[config.mk]
export PLATFORM = sky130hd
export DESIGN_NAME = svo_tmds_enc
export DESIGN_NICKNAME = d
export VERILOG_FILES = /design/src/rtl/svo_tmds_enc_pkg.sv /design/src/rtl/svo_tmds_enc_lane.sv /design/src/rtl/svo_tmds_enc.sv
export SDC_FILE = /design/constraint.sdc
export NUM_CORES = 1
export LEC_CHECK = 0
export CAP_MARGIN = 20
export CORE_AREA = 2 2 133 135
export DETAILED_ROUTE_END_ITERATION = 6
export DIE_AREA = 0 0 135 137
export PLACE_DENSITY_LB_ADDON = 0.1
export SLEW_MARGIN = 20
export SYNTH_ARGS = -nofsm -noshare
export SYNTH_HDL_FRONTEND = slang
export SYNTH_SLANG_ARGS = --single-unit
[constraint.sdc]
create_clock -name clk -period 2.4 [get_ports clk]
set_clock_uncertainty 0.2 [all_clocks]
set_input_delay 0.24 -clock clk [delete_from_list [all_inputs] [get_ports clk]]
set_output_delay 0.24 -clock clk [all_outputs]
set_load 0.02 [all_outputs]
[src/rtl/svo_tmds_enc_pkg.sv]
// Shared constants and helpers for the TMDS/HDMI channel encoder:
// mode encodings, control tokens, TERC4 symbols, guard-band words and popcount.
package svo_tmds_pkg;

    // Shared mode select encodings
    localparam logic [2:0] MODE_CTRL   = 3'd0;
    localparam logic [2:0] MODE_VIDEO  = 3'd1;
    localparam logic [2:0] MODE_VGUARD = 3'd2;
    localparam logic [2:0] MODE_DATA   = 3'd3;
    localparam logic [2:0] MODE_DGUARD = 3'd4;

    // Control-period tokens, indexed by {C1,C0}; bit0 is transmitted first
    localparam logic [9:0] CTRL_TOKEN_00 = 10'h354;
    localparam logic [9:0] CTRL_TOKEN_01 = 10'h0AB;
    localparam logic [9:0] CTRL_TOKEN_10 = 10'h154;
    localparam logic [9:0] CTRL_TOKEN_11 = 10'h2AB;

    // Guard-band words: pattern A on lanes 0/2 (mod 3), pattern B on lane 1
    localparam logic [9:0] GUARD_PAT_A = 10'h0CD;
    localparam logic [9:0] GUARD_PAT_B = 10'h332;

    // TERC4 symbols indexed by the 4-bit data nibble, stored as dout[9:0]
    // (the published table lists q_out[0:9], so each entry is bit-reversed)
    localparam logic [9:0] TERC4_TABLE [16] = '{
        10'h0E5, 10'h319, 10'h09D, 10'h11D,
        10'h23A, 10'h1E2, 10'h1C6, 10'h0F2,
        10'h0CD, 10'h272, 10'h0E6, 10'h18D,
        10'h1C5, 10'h239, 10'h31A, 10'h30D
    };

    // Stage-2 DC-balance decision for a video symbol
    typedef enum logic [1:0] {
        DC_NEUTRAL,
        DC_INVERT,
        DC_PASS
    } dc_case_e;

    function automatic logic [3:0] popcount8(input logic [7:0] v);
        logic [3:0] n;
        n = '0;
        for (int unsigned i = 0; i < 8; i++) begin
            n = n + {3'b000, v[i]};
        end
        return n;
    endfunction

    function automatic logic [9:0] ctrl_token(input logic [1:0] c);
        logic [9:0] t;
        case (c)
            2'b00:   t = CTRL_TOKEN_00;
            2'b01:   t = CTRL_TOKEN_01;
            2'b10:   t = CTRL_TOKEN_10;
            default: t = CTRL_TOKEN_11;
        endcase
        return t;
    endfunction

    function automatic logic [9:0] terc4(input logic [3:0] nib);
        return TERC4_TABLE[nib];
    endfunction

endpackage

[src/rtl/svo_tmds_enc_lane.sv]
// One TMDS lane: mode multiplexer, DVI 8b/10b encoder with running disparity,
// and the encode register that feeds the shared retiming chain.
module svo_tmds_lane
    import svo_tmds_pkg::*;
#(
    parameter int unsigned LANE_IDX = 0
) (
    input  logic       i_clk,
    input  logic       i_resetn,
    input  logic [2:0] i_mode,
    input  logic [1:0] i_ctrl,
    input  logic [7:0] i_din,
    input  logic [3:0] i_aux,
    output logic [9:0] o_sym
);

    localparam int unsigned GUARD_PHASE = LANE_IDX % 3;

    logic [3:0]        w_din_ones;
    logic              w_use_xnor;
    logic [8:0]        w_qm;
    logic [3:0]        w_qm_ones;
    logic signed [5:0] w_qm_bal;
    dc_case_e          w_dc_case;
    logic [9:0]        w_video_sym;
    logic signed [5:0] w_cnt_next;
    logic [9:0]        w_sym;
    logic signed [5:0] r_cnt;
    logic [9:0]        r_sym;

    assign w_din_ones = popcount8(i_din);
    assign w_use_xnor = (w_din_ones > 4'd4) || ((w_din_ones == 4'd4) && !i_din[0]);

    // Transition minimisation: chain each input bit through XOR or XNOR
    always_comb begin : qm_chain
        logic [8:0] v_qm;
        v_qm    = '0;
        v_qm[0] = i_din[0];
        for (int unsigned i = 1; i < 8; i++) begin
            v_qm[i] = w_use_xnor ? ~(v_qm[i-1] ^ i_din[i]) : (v_qm[i-1] ^ i_din[i]);
        end
        v_qm[8] = ~w_use_xnor;
        w_qm    = v_qm;
    end

    // N1q - N0q over q_m[7:0], i.e. 2*ones - 8, range -8..+8
    assign w_qm_ones = popcount8(w_qm[7:0]);
    assign w_qm_bal  = $signed({1'b0, w_qm_ones, 1'b0}) - 6'sd8;

    // Select the DC-balance case; with both values non-zero, matching signs mean invert
    always_comb begin
        w_dc_case = DC_PASS;
        if ((r_cnt == 6'sd0) || (w_qm_bal == 6'sd0)) begin
            w_dc_case = DC_NEUTRAL;
        end else if (r_cnt[5] == w_qm_bal[5]) begin
            w_dc_case = DC_INVERT;
        end
    end

    // Form the video symbol and the updated running disparity
    always_comb begin
        w_video_sym = '0;
        w_cnt_next  = r_cnt;
        case (w_dc_case)
            DC_NEUTRAL: begin
                w_video_sym = {~w_qm[8], w_qm[8], (w_qm[8] ? w_qm[7:0] : ~w_qm[7:0])};
                w_cnt_next  = w_qm[8] ? (r_cnt + w_qm_bal) : (r_cnt - w_qm_bal);
            end
            DC_INVERT: begin
                w_video_sym = {1'b1, w_qm[8], ~w_qm[7:0]};
                w_cnt_next  = r_cnt + (w_qm[8] ? 6'sd2 : 6'sd0) - w_qm_bal;
            end
            default: begin
                w_video_sym = {1'b0, w_qm[8], w_qm[7:0]};
                w_cnt_next  = r_cnt - (w_qm[8] ? 6'sd0 : 6'sd2) + w_qm_bal;
            end
        endcase
    end

    // Per-mode symbol selection; illegal modes fall back to control tokens
    always_comb begin
        w_sym = ctrl_token(i_ctrl);
        case (i_mode)
            MODE_CTRL:   w_sym = ctrl_token(i_ctrl);
            MODE_VIDEO:  w_sym = w_video_sym;
            MODE_VGUARD: w_sym = (GUARD_PHASE == 1) ? GUARD_PAT_B : GUARD_PAT_A;
            MODE_DATA:   w_sym = terc4(i_aux);
            MODE_DGUARD: w_sym = (LANE_IDX == 0) ? terc4({2'b11, i_ctrl}) : GUARD_PAT_B;
            default:     w_sym = ctrl_token(i_ctrl);
        endcase
    end

    // Encode register and disparity counter; any non-video symbol clears the counter
    always_ff @(posedge i_clk or negedge i_resetn) begin
        if (!i_resetn) begin
            r_sym <= CTRL_TOKEN_00;
            r_cnt <= '0;
        end else begin
            r_sym <= w_sym;
            r_cnt <= (i_mode == MODE_VIDEO) ? w_cnt_next : '0;
        end
    end

    assign o_sym = r_sym;

endmodule

[src/rtl/svo_tmds_enc.sv]
// Multi-lane TMDS/HDMI channel encoder: CHANNELS encoder lanes sharing one mode
// select, followed by a PIPE_STAGES-deep retiming chain and a sticky mode error flag.
module svo_tmds_enc
    import svo_tmds_pkg::*;
#(
    parameter int unsigned CHANNELS    = 3,
    parameter int unsigned PIPE_STAGES = 2
) (
    input  logic                    clk,
    input  logic                    resetn,
    input  logic [2:0]              mode,
    input  logic [2*CHANNELS-1:0]   ctrl,
    input  logic [8*CHANNELS-1:0]   din,
    input  logic [4*CHANNELS-1:0]   aux,
    output logic [10*CHANNELS-1:0]  dout,
    output logic                    mode_err
);

    localparam logic [10*CHANNELS-1:0] RESET_WORD = {CHANNELS{CTRL_TOKEN_00}};

    logic [10*CHANNELS-1:0] w_enc;
    logic                   r_mode_err;

    for (genvar gi = 0; gi < CHANNELS; gi++) begin : g_lane
        svo_tmds_lane #(
            .LANE_IDX (gi)
        ) u_lane (
            .i_clk    (clk),
            .i_resetn (resetn),
            .i_mode   (mode),
            .i_ctrl   (ctrl[2*gi +: 2]),
            .i_din    (din[8*gi +: 8]),
            .i_aux    (aux[4*gi +: 4]),
            .o_sym    (w_enc[10*gi +: 10])
        );
    end

    if (PIPE_STAGES == 0) begin : g_no_pipe
        assign dout = w_enc;
    end else begin : g_pipe
        logic [10*CHANNELS-1:0] r_pipe [PIPE_STAGES];

        // Retiming delay chain; every stage resets to the CTRL 00 token on all lanes
        always_ff @(posedge clk or negedge resetn) begin
            if (!resetn) begin
                for (int unsigned s = 0; s < PIPE_STAGES; s++) begin
                    r_pipe[s] <= RESET_WORD;
                end
            end else begin
                r_pipe[0] <= w_enc;
                for (int unsigned s = 1; s < PIPE_STAGES; s++) begin
                    r_pipe[s] <= r_pipe[s-1];
                end
            end
        end

        assign dout = r_pipe[PIPE_STAGES-1];
    end

    // Sticky flag for any sampled mode above DGUARD; only reset clears it
    always_ff @(posedge clk or negedge resetn) begin
        if (!resetn) begin
            r_mode_err <= 1'b0;
        end else if (mode > MODE_DGUARD) begin
            r_mode_err <= 1'b1;
        end
    end

    assign mode_err = r_mode_err;

endmodule

==> metrics.md, run 1 <==
| Metric | Value |
|---|---|
| Status | finished with violations |
| Failing checks | negative setup slack |
| Req. time, crit path | 2.48 ns |
| Hold slack final | 0.0954 ns |
| Slew Limit Fails | 0 |
| Tightest Hold Check Type | in -> reg |
| Placer Congestion | 0.951 |
| CP max FO | 2 |
| Cells after Synth | 913 |
| Slew Limit Headroom | 0.562 |
| Setup ws final | -4.25 ns |
| Std cell rows | 48 |
| IO buf count | 77 |
| Non-Filler Instances | 1360 |
| Total track usage | 0.249 |
| Clock Tree Buf Depth | 2 |
| DRC | 0 |
| Critical Path AT | 6.73 ns |
| Starting Density | 0.527 |
| Die area | 18500 sq um |
| Ant. Diodes | 0 |
| Number of I/O pins | 78 |
| Tcrit/Tclk final | 2.77 |
| DR vias | 7214 |
| Post-synthesis sequential area ratio | 0.310 |
| Initial antenna violation count | 0 |
| Pre-CTS setup slack | -5.10 ns |
| CP peak stage delay | 0.51 ns |
| Layout net count | 1328 |
| Dpl hpwl | 17000 microns |
| Fmax | 150 MHz |
| Die Width | 135 microns |
| CP startpoint kind | input port |
| EDFF count, synth | 0 |
| Reg2reg end | g_lane[0].u_lane.r_cnt[5] |
| Syn_area_per_cell | 9.85 sq um |
| Fin crit period | 6.65 ns |
| Final Hold Fails | 0 |
| CORE AREA | 17100 sq um |
| Placed cell count | 1309 |
| # setup viols final | 45 |
| First-pass GRT wire length | 36600 microns |
| Sink Count | 109 |
| CP endpoint kind | flop |
| Vias/cell | 5.30 |
| Crit-path slowest cell | fa_1 |
| Worst-Margin Slew | 0.656 ns |
| Max cap viols | 0 |
| Share of flip-flops with an asynchronous set or reset | 1.00 |
| Largest net degree at the start of global routing | 51 |
| Setup crit end | g_lane[1].u_lane.o_sym[4] |
| Post-DRT Antenna Nets | 0 |
| Synthesized area | 8990 sq um |
| Num CTS Buffers | 9 |
| Flop-to-flop setup slack | -0.20 ns |
| FF-to-FF path depth | 10 |
| Clock Latency Late Sink | 0.36 ns |
| RSZ-0062 raised after global routing | true |
| Root Driver | clkbuf_16 |
| TritonCTS clock tree | built |
| WL final | 22500 microns |
| Number of synthesized register bits | 109 |
| Starting DRC count in detailed routing | 416 |
| Fill cell total of the finished layout | 1179 |
| Area delta synth->final | 43.9% |
| Routed len/inst | 16.5 microns |
| Crit path kind | in -> reg |
| H-tree depth | 3 |
| Design Area, Final | 12900 sq um |
| Placed cell areas | 11600 sq um |
| Yosys warnings | 0 |
| Synth unique cells | 60 |
| Hold_sp | din[16] |
| Crit. Startpoint | din[8] |
| Die Ht | 137 microns |
| Layout cell share with drive strength beyond 1 | 0.408 |
| Pre-antenna DRT Iters | 5 |
| Vias in the first global route | 7513 |
| Worst-path clk slew | 0.08 ns |
| Mapped Nets | 1111 |
| Primary FF master, synth | dfrtp_1 |
| R2r startpoint | g_lane[0].u_lane.r_cnt[1] |
| Grt total ovfl | 0 |
## cell usage after synthesis (4+ instances only)
master    instances  area share
a221oi_1          4      0.0039
o221ai_1         12       0.012
a21oi_1          66       0.037
and2_1            5      0.0035
clkbuf_1         27       0.011
dfrtp_1          64        0.18
nand2_1          36       0.015
xnor2_1          68       0.066
o31ai_1           4      0.0033
buf_4            30       0.025
nor3_1            4      0.0022
nor2_1           61       0.025
o21ai_0          44       0.024
dfstp_2          45        0.13
nand2b_1         10      0.0070
o21bai_1          4      0.0033
nor2b_1           8      0.0056
a21o_1           23       0.019
a31oi_1          10      0.0070
ha_1            112        0.16
fa_1             39       0.087
mux2i_1           8      0.0089
xor2_1           25       0.024
inv_1           120       0.050
o22ai_1          12      0.0083
nor3b_1           4      0.0033
a211oi_1         12       0.010
## worst min path at each step
stage	to	cells after the start
after floorplan	dout[0]	0
after global placement	dout[23]	1
after detailed placement	g_pipe.r_pipe[53]	1
after CTS	g_lane[2].u_lane.o_sym[0]	4
after global routing	g_lane[1].u_lane.o_sym[0]	4
final	g_lane[2].u_lane.o_sym[0]	4
## per-stage QoR
step | setup TNS [ns] | utilization
2_1_floorplan | -187.25 | -
3_3_place_gp | -204.15 | 0.677
3_5_place_dp | -209.88 | 0.677
4_1_cts | -179.43 | 0.728
5_1_grt | -183.00 | 0.758
6_report | -173.91 | 0.758
## cell type report
type,count,area (sq um),share of cell area
Multi-Input combinational cell,623,6670,0.515
Tap cell,225,282,0.0218
Sequential cell,109,2780,0.215
Inverter,121,479,0.0370
Clock buffer,10,229,0.0177
Timing Repair Buffer,266,2400,0.186
Clock inverter,6,92.6,0.00716
## layer usage
| metal | GRT usage | vias to the layer above | wire, microns |
|---|---|---|---|
| met3 | 0.0204 | 38 | 634 |
| li1 | - | 3452 | - |
| met2 | 0.444 | 184 | 11700 |
| met4 | 0.0914 | 0 | 580 |
| met1 | 0.318 | 3540 | 9580 |
| met5 | 0 | - | 0 |
## worst max-delay path, delay by kind of cell
kind            cells  cell delay (ns)
compound gates      2             0.32
xor+xnor            2             0.28
fa+ha+maj          12             4.45
buf+inv             6             0.33
mux                 1             0.31
simple gates        4             0.81
## cell usage in the layout, fill, tap and decap left out, drive strengths merged, types with 10 or more instances in the layout
master / instances
mux2i: 10
o21ai: 44
fa: 39
o22ai: 13
nand2: 37
nand2b: 10
clkdlybuf4s50: 64
a211oi: 12
buf: 194
dfstp: 45
nor2: 61
dfrtp: 64
inv: 122
xor2: 28
a21oi: 66
o221ai: 13
xnor2: 74
clkbuf: 11
a31oi: 10
ha: 112
a21o: 23
## registers in the layout, indices dropped and copies added (netlist names)
register / flops
dout: 30
g_lane.u_lane.r_cnt: 18
g_pipe.r_pipe: 30
mode_err: 1
g_lane.u_lane.o_sym: 30
## cells by family (layout without fill, tap and decap cells)
group	Yosys count	count (layout)	share of synthesized area
AO/OA/AOI/OAI	212	212	0.149
buffers and inverters	181	403	0.0881
adder cells (fa/ha/maj)	153	153	0.245
AND/OR/NAND/NOR	142	142	0.0715
flip-flops	109	109	0.310
XOR/XNOR	105	105	0.122
multiplexers	11	11	0.0142
## timing repair
item | CTS | global route
hold endpoints to repair | 34 | 0
pin swaps | 114 | 87
gates resized for setup | 125 | 71
cloned | 1 | 1
buffers inserted | 20 | 19
endpoints found under the setup margin | 45 | 45
hold buffers | 1 | 0
Power of run 1 is not shown: default switching activity piles up to over one toggle a cycle in this logic, so the estimate is an artifact.
==> run 2, diff against run 1 <==
--- a/config.mk
+++ b/config.mk
@@ -10,6 +10,7 @@
 export DETAILED_ROUTE_END_ITERATION = 6
 export DIE_AREA = 0 0 135 137
 export PLACE_DENSITY_LB_ADDON = 0.1
+export SETUP_SLACK_MARGIN = 0.05
 export SLEW_MARGIN = 20
 export SYNTH_ARGS = -nofsm -noshare
 export SYNTH_HDL_FRONTEND = slang
==> results of run 2 <==
Same layout as run 1: the final DEF is identical, and so are final timing and power.
Power of run 2 is left out for the same reason.
==> run 3, diff against run 2 <==
--- a/config.mk
+++ b/config.mk
@@ -6,9 +6,10 @@
 export NUM_CORES = 1
 export LEC_CHECK = 0
 export CAP_MARGIN = 20
-export CORE_AREA = 2 2 133 135
+export CORE_AREA = 2 2 127 129
 export DETAILED_ROUTE_END_ITERATION = 6
-export DIE_AREA = 0 0 135 137
+export DIE_AREA = 0 0 129 131
+export DONT_BUFFER_PORTS = 1
 export PLACE_DENSITY_LB_ADDON = 0.1
 export SETUP_SLACK_MARGIN = 0.05
 export SLEW_MARGIN = 20
==> run 3 against run 2 <==
Compared with the run above:
- final area decreased by 8.4%
- cell count decreased by 10%
- the flow finishes with violations (negative hold slack, negative setup slack)
- fmax increased by 0.55%
- wire length decreased by 1.4%
- sequential cell count unchanged
- global-route usage increased by 1.9 points
- via count decreased by 5.9%
- worst hold slack got worse by 0.72 ns
- critical endpoint is now g_lane[2].u_lane.r_cnt[4]
- non-clock buffer count decreased by 129
==> metrics.md, run 3 (synthesis gave the netlist of run 1 again) <==
| Metric | Value |
|---|---|
| Status | finished with violations |
| Failing checks | negative hold slack, negative setup slack |
| Fin crit period | 6.61 ns |
| Clock Latency Late Sink | 0.36 ns |
| CP startpoint kind | input port |
| Tightest Hold Check Type | in -> async |
| FF-to-FF path depth | 9 |
| Fmax | 151 MHz |
| CP peak stage delay | 0.54 ns |
| WL final | 22100 microns |
| Register area | 2780 sq um |
| CP endpoint kind | flop |
| Crit path kind | in -> reg |
| Critical Path AT | 6.65 ns |
| Tcrit/Tclk final | 2.76 |
| Placer Congestion | 0.904 |
| Post-DRT Antenna Nets | 0 |
| TritonCTS clock tree | built |
| DR vias | 6791 |
| Slew Limit Headroom | 0.494 |
| Std cell rows | 46 |
| Worst-Margin Slew | 0.751 ns |
| RSZ-0062 raised after global routing | true |
| Worst-path clk slew | 0.08 ns |
| Root Driver | clkbuf_16 |
| R2r startpoint | g_lane[2].u_lane.r_cnt[1] |
| Slew Limit Fails | 0 |
| Pre-antenna DRT Iters | 5 |
| Die area | 16900 sq um |
| Routed len/inst | 18.1 microns |
| DRC | 0 |
| CORE AREA | 15600 sq um |
| Req. time, crit path | 2.43 ns |
| Grt total ovfl | 0 |
| H-tree depth | 3 |
| Setup ws final | -4.21 ns |
| Most common cell after layout, fill and taps aside | buf_4 |
| CP max FO | 3 |
| Largest net degree at the start of global routing | 110 |
| Multi-input logic area | 6790 sq um |
| Starting DRC count in detailed routing | 514 |
| Number of I/O pins | 78 |
| Die Width | 129 microns |
| Die Ht | 131 microns |
| Initial antenna violation count | 0 |
| Most frequent cells in the layout | 102 x buf_4, 97 x inv_1, 79 x ha_1 |
| First-pass GRT wire length | 35500 microns |
| Total track usage | 0.269 |
| Hold slack final | -0.623 ns |
| Vias in the first global route | 7145 |
| Sink Count | 109 |
| Fill cell total of the finished layout | 996 |
| Ant. Diodes | 0 |
| Max cap viols | 0 |
| Starting Density | 0.576 |
| Crit-path slowest cell | fa_2 |
| Vias/cell | 5.56 |
| Area delta synth->final | 31.8% |
| Reg2reg end | g_lane[2].u_lane.r_cnt[5] |
| Layout net count | 1199 |
| Dpl hpwl | 15800 microns |
| Clock Tree Buf Depth | 2 |
| # setup viols final | 45 |
| Num CTS Buffers | 9 |
| Final Hold Fails | 109 |
| CTS Hold Buffers Added | 13 |
| IO buf count | 0 |
| Core Util, Final | 0.760 |
| Layout cell share with drive strength beyond 1 | 0.394 |
| Flop-to-flop setup slack | -0.23 ns |
run 3: timing repair:
action                     4_1_cts  5_1_grt
pin swaps                       67       36
hold endpoints to repair       137      109
resized for setup               76       76
gates cloned                     0        2
buffers inserted                19       10
setup endpoints to repair       45       45
run 3: cell type report:
type,count,area share
clock buffers,10,0.0211
clock inverters,6,0.00612
inverters,121,0.0404
multi-input cells,623,0.573
flip-flops and latches,109,0.235
well taps,216,0.0228
repair buffers,137,0.102
run 3: per-layer routing:
metal	vias up	share of wire	global-route usage
met1	3344	0.40	0.335
met4	0	0.025	0.0844
li1	3197	-	-
met2	203	0.52	0.480
met5	-	0	0
met3	47	0.050	0.0436
run 3: worst max path at each step:
| stage | startpoint | cells after the start | end | slack (ns) |
|---|---|---|---|---|
| floorplan | din[9] | 27 | g_lane[1].u_lane.o_sym[4] | -4.72 |
| global placement | din[1] | 27 | g_lane[0].u_lane.r_cnt[5] | -4.42 |
| detailed placement | din[9] | 28 | g_lane[1].u_lane.o_sym[4] | -4.59 |
| CTS | din[9] | 26 | g_lane[1].u_lane.o_sym[4] | -4.15 |
| global route | din[9] | 26 | g_lane[1].u_lane.o_sym[4] | -4.40 |
| finish | din[17] | 29 | g_lane[2].u_lane.r_cnt[4] | -4.21 |
run 3: worst max-delay path, delay by kind of cell:
family	cells	cell delay, ns
AOI/OAI and AO/OA	5	0.70
xor gates and xnor gates	2	0.25
and+or+nand+nor	2	0.14
adders and majority gates	12	4.76
buffers and inverters	8	0.55
run 3: per-stage QoR:
step	cell area, sq um	setup WS [ns]	TNS, ns	std cells
final	11900	-4.21	-169.97	1222
after global routing	11900	-4.40	-177.10	1222
after CTS	11300	-4.15	-169.09	1212
after detailed placement	10300	-4.59	-188.83	1167
after global placement	10300	-4.42	-182.45	1167
after floorplan	9710	-4.72	-187.25	913
Power of run 3 is left out for the same reason.
==> RTL edit, RTL diff (settings of run 3) <==
Put a register stage on the output `dout`, with the module's reset. The value now appears one clock later. The other outputs are not delayed to match.
--- a/src/rtl/svo_tmds_enc.sv
+++ b/src/rtl/svo_tmds_enc.sv
@@ -20,2 +20,4 @@
 
+    logic [10*CHANNELS-1:0] dout_d;
+
     logic [10*CHANNELS-1:0] w_enc;
@@ -38,3 +40,3 @@
     if (PIPE_STAGES == 0) begin : g_no_pipe
-        assign dout = w_enc;
+        assign dout_d = w_enc;
     end else begin : g_pipe
@@ -56,3 +58,3 @@
 
-        assign dout = r_pipe[PIPE_STAGES-1];
+        assign dout_d = r_pipe[PIPE_STAGES-1];
     end
@@ -70,2 +72,10 @@
 
+    always_ff @(posedge clk or negedge resetn) begin
+        if (!resetn) begin
+            dout <= '0;
+        end else begin
+            dout <= dout_d;
+        end
+    end
+
 endmodule
Check against the original RTL: not equivalent (a bounded check fails within 4 cycles, from zero or initial values and one cycle with resetn low).
==> RTL edit against run 3 <==
  * The flow still finishes with violations (negative hold slack, negative setup slack)
  * Worst setup slack got worse by 0.16 ns
  * Area after synthesis is 5.8% higher
  * Wire length grew 18%
  * Sequential cell count is 30 higher
  * Critical path type unchanged
  * Count of clock-buffer cells in the layout increased by 9
  * Final area is 10% higher
  * Synthesized cell count unchanged
  * Utilization grew 7.6 points
  * Critical endpoint is now g_lane[1].u_lane.r_cnt[5]$_DFF_PN0_
  * First-iteration DRC count grew 13%
  * Global-route usage is 3.9 points higher
  * Cell count grew 7.1%
Power is not shown: default switching activity piles up to over one toggle a cycle in this logic, so the estimate is an artifact.
==> RTL edit: results (changes against run 3) <==
{| class="wikitable"
! Metric !! Value
|-
| Largest cells by area after synthesis || sky130_fd_sc_hd__dfrtp_1 (25%), sky130_fd_sc_hd__ha_1 (15%), sky130_fd_sc_hd__dfstp_2 (12%), sky130_fd_sc_hd__fa_1 (8.2%), sky130_fd_sc_hd__xnor2_1 (6.3%)
|-
| Outcome || finished, violations left
|-
| Later-pin clock latency in the skew report || 0.42 ns (+0.06 ns)
|-
| Sequential element share of the synthesized area || 0.372 (+0.0620)
|-
| Largest net degree at the start of global routing || 140 (+27%)
|-
| Synth cell types || 59 (-1.7%)
|-
| Worst Setup SP || din[9]
|-
| Maximum count of clock buffers along a single path || 2 (unchanged)
|-
| Violations in the final reports || negative hold slack, negative setup slack
|-
| Worst hold-check slack || -0.685 ns (-0.0617 ns)
|-
| First DRT Iteration DRCs || 581 (+13%)
|-
| H-tree level count || 4 (+1)
|-
| Reg2Reg Launch Point || g_lane[1].u_lane.r_cnt[1]$_DFF_PN0_
|-
| Share of final-layout standard cells stronger than drive strength 1 || 0.410 (+0.0162)
|-
| Total instance count after detailed placement || 1207 (+3.4%)
|-
| Least setup slack across all paths after layout || -4.37 ns (-0.155 ns)
|-
| First-pass GRT wire length || 40.0 mm (+13%)
|-
| Number of vias after detailed routing || 7673 (+13%)
|-
| Count of cells along the worst register-to-register path || 10 (+1)
|-
| Vias in the first global route || 8015 (+12%)
|-
| Tot GR Track Use || 0.308 (+0.0393)
|-
| Final number of setup-violating endpoints || 45 (unchanged)
|-
| Reg-to-reg slack, setup || -0.19 ns (+0.04 ns)
|-
| RR Endpoint || g_lane[1].u_lane.r_cnt[5]$_DFF_PN0_
|-
| Final weighted congestion in routability-driven placement || 0.947 (+4.8%)
|-
| CP max-delay cell || sky130_fd_sc_hd__fa_1
|-
| Worst-Margin Slew || 1.02 ns (+0.268 ns)
|-
| Top cells by instance count after synthesis || sky130_fd_sc_hd__ha_1 (112), sky130_fd_sc_hd__inv_1 (110), sky130_fd_sc_hd__dfrtp_1 (94)
|-
| Non-filler instance count after layout || 1309 (+7.1%)
|-
| Predominant post-synthesis flop cell || sky130_fd_sc_hd__dfrtp_1
|-
| HPWL after detailed placement || 15.8 mm (+0.23%)
|-
| Hold Vio Cnt, Final || 140 (+28%)
|-
| Number of buffers added by the clock tree synthesis step || 17 (+8)
|-
| Number of buffers added to fix hold violations after cts || 18 (+5)
|}
-- RTL edit: cell types whose count changed in the layout (fill, tap and decap cells not counted), sizes merged --
| cell | before | now |
|---|---|---|
| dlymetal6s4s | 0 | 1 |
| clkinvlp | 0 | 5 |
| inv | 123 | 128 |
| clkinv | 4 | 1 |
| clkbuf | 11 | 19 |
| dfrtp | 64 | 94 |
| buf | 123 | 160 |
| dlygate4sd3 | 13 | 17 |
-- RTL edit: worst max-delay path by stage --
stage                                                to  depth (start not counted)
floorplan           g_lane[1].u_lane.o_sym[4]$_DFF_PN1_                         27
global placement    g_lane[1].u_lane.r_cnt[5]$_DFF_PN0_                         26
detailed placement  g_lane[1].u_lane.r_cnt[5]$_DFF_PN0_                         26
CTS                 g_lane[1].u_lane.o_sym[4]$_DFF_PN1_                         26
global route        g_lane[1].u_lane.r_cnt[5]$_DFF_PN0_                         27
finish              g_lane[1].u_lane.r_cnt[5]$_DFF_PN0_                         27
-- RTL edit: repair_timing --
item	4_1_cts	5_1_grt
pin swaps	69	38
hold endpoints to repair	172	139
resized for setup	89	71
setup endpoints to repair	45	48
cloned	1	0
setup buffers	34	21
-- RTL edit: cell families after synthesis --
family | synth area share
muxes | 0.0129
adders and majority gates | 0.232
buffers and inverters | 0.0596
DFF | 0.372
and+or+nand+nor | 0.0674
AOI/OAI and AO/OA | 0.141
xor gates and xnor gates | 0.116
-- RTL edit: metrics by stage --
step,cell area [um^2],setup WS (ns),hold WS [ns],util,setup TNS (ns)
2_1_floorplan,10100,-4.72,-0.256,-,-187.44
3_3_place_gp,11000,-4.46,-0.253,0.708,-182.07
3_5_place_dp,11000,-4.70,-0.252,0.708,-189.37
4_1_cts,12500,-4.11,-0.703,0.805,-166.75
5_1_grt,13000,-4.55,-0.713,0.835,-180.85
6_report,13000,-4.37,-0.685,0.835,-173.38
-- RTL edit: metal layers --
| layer | global-route usage | vias up | routed length (um) |
|---|---|---|---|
| met3 | 0.0717 | 136 | 1660 |
| met4 | 0.137 | 0 | 1310 |
| met5 | 0 | - | 0 |
| met1 | 0.359 | 3785 | 9580 |
| met2 | 0.544 | 372 | 13600 |
| li1 | - | 3380 | - |
-- RTL edit: area by class of cell --
class | count | area (um^2)
timing repair buffer | 178 | 1540
fill | 778 | 2570
clock buffer | 19 | 453
multi-input combinational | 623 | 6650
sequential | 139 | 3530
clock inverter | 13 | 104
inverter | 121 | 474
tap | 216 | 270
